--- src/rtl/adder_seq_nbit.sv ---
// adder_seq_nbit: multi-cycle ripple adder/subtractor.
// Adds WIDTH-bit operands CHUNK bits per clock, carrying between chunks
// through a register. Valid/ready handshakes on both sides. Subtract is
// done as A + ~B + 1 (borrow-in folded into the carry register), and
// carry/overflow/zero flags are produced with the final chunk.
module adder_seq_nbit #(
  parameter int WIDTH = 32,
  parameter int CHUNK = 8
) (
  input  logic             clk,
  input  logic             rst,
  input  logic             inValid,
  output logic             inReady,
  input  logic [WIDTH-1:0] inA,
  input  logic [WIDTH-1:0] inB,
  input  logic             inCarry,
  input  logic             inSub,
  output logic             outValid,
  input  logic             outReady,
  output logic [WIDTH-1:0] outSum,
  output logic             outCarry,
  output logic             outOverflow,
  output logic             outZero
);

  localparam int N  = WIDTH / CHUNK;
  localparam int CW = (N > 1) ? $clog2(N) : 1;
  localparam logic [CW-1:0] LAST = CW'(N - 1);

  // Refuse to build with a chunk size that does not tile the operand.
  generate
    if (WIDTH < 2 || CHUNK < 1 || (WIDTH % CHUNK) != 0) begin : g_param_check
      $error("adder_seq_nbit: need WIDTH >= 2 and CHUNK dividing WIDTH");
    end
  endgenerate

  typedef enum logic [1:0] {IDLE, RUN, DONE} state_t;

  state_t           state_q, state_d;
  logic [WIDTH-1:0] a_q, a_d;       // operand A
  logic [WIDTH-1:0] b_q, b_d;       // operand B, already inverted for subtract
  logic             c_q, c_d;       // ripple carry between chunks
  logic [CW-1:0]    cnt_q, cnt_d;   // index of the chunk processed next
  logic [WIDTH-1:0] sum_q, sum_d;   // result, filled one chunk per cycle
  logic             zacc_q, zacc_d; // running "all result bits zero so far"
  logic             carry_q, carry_d;
  logic             ovf_q, ovf_d;
  logic             zero_q, zero_d;

  // Chunk views of the operands so the active chunk is a plain mux.
  logic [CHUNK-1:0] a_chunk [N];
  logic [CHUNK-1:0] b_chunk [N];

  generate
    for (genvar gi = 0; gi < N; gi++) begin : g_chunk
      assign a_chunk[gi] = a_q[gi*CHUNK +: CHUNK];
      assign b_chunk[gi] = b_q[gi*CHUNK +: CHUNK];
    end
  endgenerate

  logic [CHUNK-1:0] a_cur, b_cur;
  logic [CHUNK:0]   chunk_full;
  logic             chunk_zero;
  logic             msb_cin;

  // One chunk of the ripple add, plus the carry into the chunk's top bit
  // (needed for signed overflow when this is the most significant chunk).
  always_comb begin
    a_cur      = a_chunk[cnt_q];
    b_cur      = b_chunk[cnt_q];
    chunk_full = {1'b0, a_cur} + {1'b0, b_cur} + {{CHUNK{1'b0}}, c_q};
    chunk_zero = (chunk_full[CHUNK-1:0] == '0);
    msb_cin    = a_cur[CHUNK-1] ^ b_cur[CHUNK-1] ^ chunk_full[CHUNK-1];
  end

  // Next-state and datapath update for IDLE -> RUN -> DONE sequencing.
  always_comb begin
    state_d = state_q;
    a_d     = a_q;
    b_d     = b_q;
    c_d     = c_q;
    cnt_d   = cnt_q;
    sum_d   = sum_q;
    zacc_d  = zacc_q;
    carry_d = carry_q;
    ovf_d   = ovf_q;
    zero_d  = zero_q;
    case (state_q)
      IDLE: begin
        if (inValid) begin
          a_d     = inA;
          b_d     = inSub ? ~inB : inB;
          c_d     = inCarry ^ inSub;
          cnt_d   = '0;
          zacc_d  = 1'b1;
          state_d = RUN;
        end
      end
      RUN: begin
        for (int i = 0; i < N; i++) begin
          if (cnt_q == CW'(i)) begin
            sum_d[i*CHUNK +: CHUNK] = chunk_full[CHUNK-1:0];
          end
        end
        c_d    = chunk_full[CHUNK];
        cnt_d  = cnt_q + 1'b1;
        zacc_d = zacc_q & chunk_zero;
        if (cnt_q == LAST) begin
          carry_d = chunk_full[CHUNK];
          ovf_d   = msb_cin ^ chunk_full[CHUNK];
          zero_d  = zacc_q & chunk_zero;
          cnt_d   = '0;
          state_d = DONE;
        end
      end
      DONE: begin
        if (outReady) begin
          state_d = IDLE;
        end
      end
      default: begin
        state_d = IDLE;
      end
    endcase
  end

  // State and datapath registers; reset aborts any operation in flight.
  always_ff @(posedge clk or posedge rst) begin
    if (rst) begin
      state_q <= IDLE;
      a_q     <= '0;
      b_q     <= '0;
      c_q     <= 1'b0;
      cnt_q   <= '0;
      sum_q   <= '0;
      zacc_q  <= 1'b0;
      carry_q <= 1'b0;
      ovf_q   <= 1'b0;
      zero_q  <= 1'b0;
    end else begin
      state_q <= state_d;
      a_q     <= a_d;
      b_q     <= b_d;
      c_q     <= c_d;
      cnt_q   <= cnt_d;
      sum_q   <= sum_d;
      zacc_q  <= zacc_d;
      carry_q <= carry_d;
      ovf_q   <= ovf_d;
      zero_q  <= zero_d;
    end
  end

  // inReady is masked by rst so nothing looks acceptable during reset.
  assign inReady     = (state_q == IDLE) && !rst;
  assign outValid    = (state_q == DONE);
  assign outSum      = sum_q;
  assign outCarry    = carry_q;
  assign outOverflow = ovf_q;
  assign outZero     = zero_q;

endmodule

--- config.mk ---
export PLATFORM = sky130hd
export DESIGN_NAME = adder_seq_nbit
export DESIGN_NICKNAME = d
export VERILOG_FILES = /design/src/rtl/adder_seq_nbit.sv
export SDC_FILE = /design/constraint.sdc
export NUM_CORES = 1
export LEC_CHECK = 0
export BUFFER_PORTS_ARGS = -buffer_cell sky130_fd_sc_hd__buf_2
export CAP_MARGIN = 20
export CORE_ASPECT_RATIO = 1.75
export CORE_MARGIN = 4
export CORE_UTILIZATION = 54
export DETAILED_ROUTE_END_ITERATION = 8
export GPL_TIMING_DRIVEN = 0
export PLACE_DENSITY = 0.79
export SYNTH_ARGS = -nofsm -noshare
export SYNTH_HDL_FRONTEND = slang
export SYNTH_SLANG_ARGS = --single-unit
--- constraint.sdc ---
create_clock -name clk -period 4.2 [get_ports clk]
set_input_delay 0.63 -clock clk [delete_from_list [all_inputs] [get_ports clk]]
set_output_delay 0.63 -clock clk [all_outputs]
set_load 0.02 [all_outputs]
# Word-level counts from Yosys, hierarchy flattened

Cells that the tools add are included.

Eq/ne operators: 8
Reduce and logical (&&, ||, !) cells: 13
Bitwise operators: 7
Mux-type cells: 18
$lt $le $gt $ge: 1
Add/subtract/negate cells: 3

Operator list:

| cell                  | number |
|---|---|
| $bmux W8 S2           | 2 |
| $mux W32              | 1 |
| $mux W8               | 4 |
| $not A32 Y32          | 1 |
| $reduce_and A2 Y1     | 6 |
| $mux W2               | 5 |
| $add A8 B8 Y9         | 1 |
| $add A9 B1 Y9         | 1 |
| $logic_not A8 Y1      | 1 |
| $eq A2 B2 Y1 const B  | 3 |
| $pmux W2 S3           | 1 |
| $eq A2 B1 Y1 const B  | 2 |
| $logic_not A2 Y1      | 2 |
| $ne A2 B2 Y1 const B  | 2 |
| $pmux W1 S2           | 2 |
| $pmux W2 S2           | 1 |
| $xor A1 B1 Y1         | 4 |
| $ge A3 B3 Y1 const B  | 1 |
| $not A2 Y3            | 1 |
| $reduce_and A3 Y1     | 1 |
| $add A2 B1 Y2 const B | 1 |
| $mux W1               | 2 |
| $ne A2 B1 Y1 const B  | 1 |
| $reduce_bool A2 Y1    | 1 |
| 3 further kinds       | 3 |

Input bits: 70
Flip-flop bits (word level): 105
Output and inout bits: 37
Logic and storage cells: 63

# Longest topological paths before layout

Depth in word-level cells: 9
Depth in mapped cells: 9
Gate-level depth less buffers: 8

# Worst setup path before layout

OpenSTA, ideal clock, no wires.

Path type: register to register
Start point: reg cnt_q[0]
End point: reg zero_q, in the netlist outZero
Period minus slack after synthesis: 3.182 ns
Arrival: 3.078 ns
Library setup time: 0.103 ns
Data required time: 4.097 ns
Slack: 1.018 ns
Stages on the path, launching flop included: 10
Path buffers: 1
Path through: dfrtp_1 > buf_2 > mux4_2 > fa_1 > fa_1 > a21o_1 > a221oi_2 > xor2_2 > nand4_2 > o41ai_2

Cells in the longest elaborated chain, start to end: 8
Elaborated cells on any way between the ends: 13

Ends and longest elaborated chain:

| item                                    | RTL line | RTL |
|---|---|---|
| start, declared                         | 43       | `logic [CW-1:0] cnt_q, cnt_d;` |
| start signal, assigned                  | 145      | `cnt_q <= cnt_d;` |
| $not A2 Y3 (implied by the code)        | 69, 70   |  |
| $bmux W8 S2 (on tied branches)          | 69, 70   |  |
| $mux W8 (on tied branches) (2 in a row) | 69, 70   |  |
| $add A8 B8 Y9                           | 71       | `chunk_full = {1'b0, a_cur} + {1'b0, b_cur} + {{CHUNK{1'b0}}, c_q};` |
| $add A9 B1 Y9                           | 71       |  |
| $logic_not A8 Y1                        | 72       | `chunk_zero = (chunk_full[CHUNK-1:0] == '0);` |
| $and A1 B1 Y1                           | 111      | `zero_d = zacc_q & chunk_zero;` |
| end signal, assigned                    | 150      | `zero_q <= zero_d;` |
| end, declared                           | 48       | `logic zero_q, zero_d;` |

Parallel ways exist; a longest one is shown, timed or not. The select of a mux whose other input is x is not followed.
A chain may end at the register's enable or synchronous reset.

# Worst setup path in the final report

Start point: reg cnt_q[1]
End point: reg zero_q, in the netlist outZero

The elaborated chain is that of the path after synthesis.

==> metrics.txt <==
crit path capture=outZero; drc violations=0; min Tclk post-route=about 3.7 ns; Fill cells=687; Finished Layout Cells=a little over 700; crit path launch=cnt_q[1]; aggregate routed wire length=approximately 12000 um; CTS Buffer Depth=2; Post-CTS Setup Bufs=0; post-synthesis sequential area ratio=53.46%; Row Count=45; area of the multi-input gates=approximately 2200 sq um; Total Routing Usage GR=between 20% and 30%; Synth area leaders=dfrtp_1 53%, nand2_1 12%, mux4_2 7.3%; FF/Latch Area=roughly 2600 sq um; Max-Cap Viols=0; Synth Warn #=0; Layout Skew=about 0.0064 ns; CTS resizes=0; Max stage delay on crit path=between 0.6 and 0.7 ns; R2R cell count=9; Setup Viol. Count Final=0; Critical Path Start Type=flop; async set or reset register ratio after synthesis=between 90% and 100%; crit path DAT=approximately 4 ns; crit path cell chain=clkbuf_1, clkbuf_1, mux4_2, ha_1, a21o_1, o21bai_1, xnor2_1, inv_1, o41ai_2; gate count after technology mapping=between 400 and 500; CTS root buffer=clkbuf_16; DIE AREA=about 11000 sq um; largest net degree at the start of global routing=66; Setup TNS=0 ns; Syn Nets=between 500 and 600; Max Clock Freq=between 0.2 and 0.3 GHz; Synth-to-Final Area Change=21.16%; Yosys top cell area share=between 50% and 60%; slew margin rel.=between 40% and 50%; Slew @ Worst Pin=between 0.7 and 0.8 ns; post-synthesis cell type count=36; VDD IR max=~0.52 mV; mean routed wirelength per cell=16.67 um; initial antenna violation count=0; Critical Path Fanout Max=10; vias in the first global route=a little under 4000; vias=a little under 4000; P per Cell Area=approximately 960 nW/um^2; CTS tree=built; H-tree Lvls=3; antenna viol nets, final=0; RR Endpoint=outZero; Num CTS Buffers=9; Reg clk slew, reported paths=around 0.07 ns; ant diodes=0; Avg Inst Size Synth=approximately 10 sq um; Setup CP Type=reg2reg; RSZ-0062 raised after global routing=no; Top FF cell, synth=dfrtp_1; starting density of the core=55.95%; Post-synth EDFFs=0; Pins Over Slew Limit=0; worst r2r src=cnt_q[1]; via/cell ratio=5.425; GP Congestion=a little under 0.9; DR iter-0 viols=between 150 and 200; nets=roughly 670; first-pass GRT wire length=roughly 19000 um; final global-route overflow total=0; Yosys reg bits=between 100 and 150; endpoint type of the worst setup path=flop; Die Wd=80.12 um; Slowest-stage cell, CP=clkbuf_1; clk sinks=around 110; CORE AREA=8783 sq um; Post-CTS Hold Fix Bufs=0; Pre-antenna DRT Iters=4; Final Cycle Share=approximately nine tenths; I/O pin total=between 100 and 150; worst path required time=about 4.4 ns; P_leak=roughly 3 nW; DPL Wire Length=about 9000 um; share of cells above drive strength 1=between 20% and 30%; # port buffers=between 100 and 150; R2R Setup Slk=0.48 ns; Synth area leader=dfrtp_1; Worst Hold Class=in2async; Fin. Hold Viols=0; mapped cell area=around 4900 sq um; most used cell, CP=clkbuf_1; outcome=finished clean; Clock Latency Late Sink=approximately 0.34 ns; dpl cells=about 690; Die H=134.2 um
## metal layers
layer / GRT usage (%) / wire length (um)
met1: 26.47 / 4270
met2: 42.34 / 6521
met3: 3.696 / 673
met4: 10.81 / 374
met5: 0 / 0
## area by class of cell
| cell class | count | area share, % |
|---|---|---|
| clock inverters | 5 | 1.723 |
| repair buffers | 106 | 9.162 |
| inverters | 5 | 0.3572 |
| clock buffers | 11 | 4.076 |
| multi-input cells | 334 | 36.29 |
| plain buffers | 27 | 1.807 |
| well taps | 117 | 2.458 |
| flip-flops and latches | 105 | 44.13 |
## through the flow
step / cell area (sq um) / utilization, % / power (W) / hold WS, ns / setup slack, ns
after detailed placement: 5609 / 63.86 / 0.004753 / 0.4597 / 0.5094
after global routing: 5954 / 67.79 / 0.006107 / 0.4758 / 0.3463
after global placement: 5587 / 63.60 / 0.004597 / 0.4554 / -0.1541
after floorplan: 4915 / - / 0.003863 / 0.4403 / 0.8095
after CTS: 5954 / 67.79 / 0.005728 / 0.4672 / 0.4749
final: 5954 / 67.79 / 0.005703 / 0.4422 / 0.4759
## cells in the final DEF, fill, tap and decap left out, types with 2 or more instances in the layout
master	n
nand2_1	161
buf_2	110
dfrtp_1	105
o21ai_0	59
xnor2_1	37
clkbuf_1	23
mux4_2	16
ha_1	11
clkbuf_16	9
mux2_2	7
nor2_1	5
inv_1	4
xor2_1	3
nand2b_1	3
bufinv_16	3
mux2_1	2
a21o_1	2
a21oi_1	2
and3_1	2
nand3_1	2
o31ai_1	2
o21a_1	2
o21ai_1	2
fa_1	2
## cell families after synthesis
logic type / synth area share [%]
and+or+nand+nor: 14.13
DFF: 53.46
AOI/OAI and AO/OA: 9.038
xor gates and xnor gates: 7.790
buffers and inverters: 2.571
muxes: 9.394
adders and majority gates: 3.615
## worst min path at each step
stage / slack (ns) / end / startpoint / depth (start not counted)
6_report: 0.44 / outSum[23] / rst / 2
3_3_place_gp: 0.46 / outSum[18] / outSum[18] / 2
3_5_place_dp: 0.46 / a_q[22] / a_q[22] / 2
4_1_cts: 0.47 / a_q[18] / inA[18] / 3
2_1_floorplan: 0.44 / a_q[16] / a_q[16] / 2
5_1_grt: 0.48 / state_q[1] / outReady / 2
## synthesized netlist by cell type, types with 2 or more instances
cell type / count
mux4_2: 16
and3_1: 2
o31ai_1: 2
o21ai_1: 2
o21ai_0: 59
ha_1: 11
buf_2: 5
xor2_1: 3
nor2_1: 5
clkbuf_1: 22
o21a_1: 2
a21o_1: 2
mux2_1: 2
a21oi_1: 2
fa_1: 2
nand2b_1: 3
nand3_1: 2
nand2_1: 161
dfrtp_1: 105
xnor2_1: 37
inv_1: 5
mux2_2: 7
## report_power, final
| group | internal (W) | leakage, nW | total [W] | switching, W |
|---|---|---|---|---|
| clock | 0.000598 | 0.166 | 0.000952 | 0.000354 |
| sequential | 0.00150 | 1.31 | 0.00176 | 0.000262 |
| combinational | 0.00115 | 1.48 | 0.00299 | 0.00184 |
| total | 0.00325 | 2.95 | 0.00570 | 0.00246 |
## flip-flops by register name (all words and copies together), names as in the netlist
register	cells
c_q	1
outCarry	1
outZero	1
zacc_q	1
b_q	32
state_q	2
a_q	32
outOverflow	1
outSum	32
cnt_q	2
## critical path: cells and delay by family (launching register included)
family	cells	cell delay (ns)
compound gates	3	0.74
xor+xnor	1	0.41
fa+ha+maj	1	0.40
buf+inv	3	1.21
flops	1	0.40
mux	1	0.45
(Power assumes the default switching activity.)
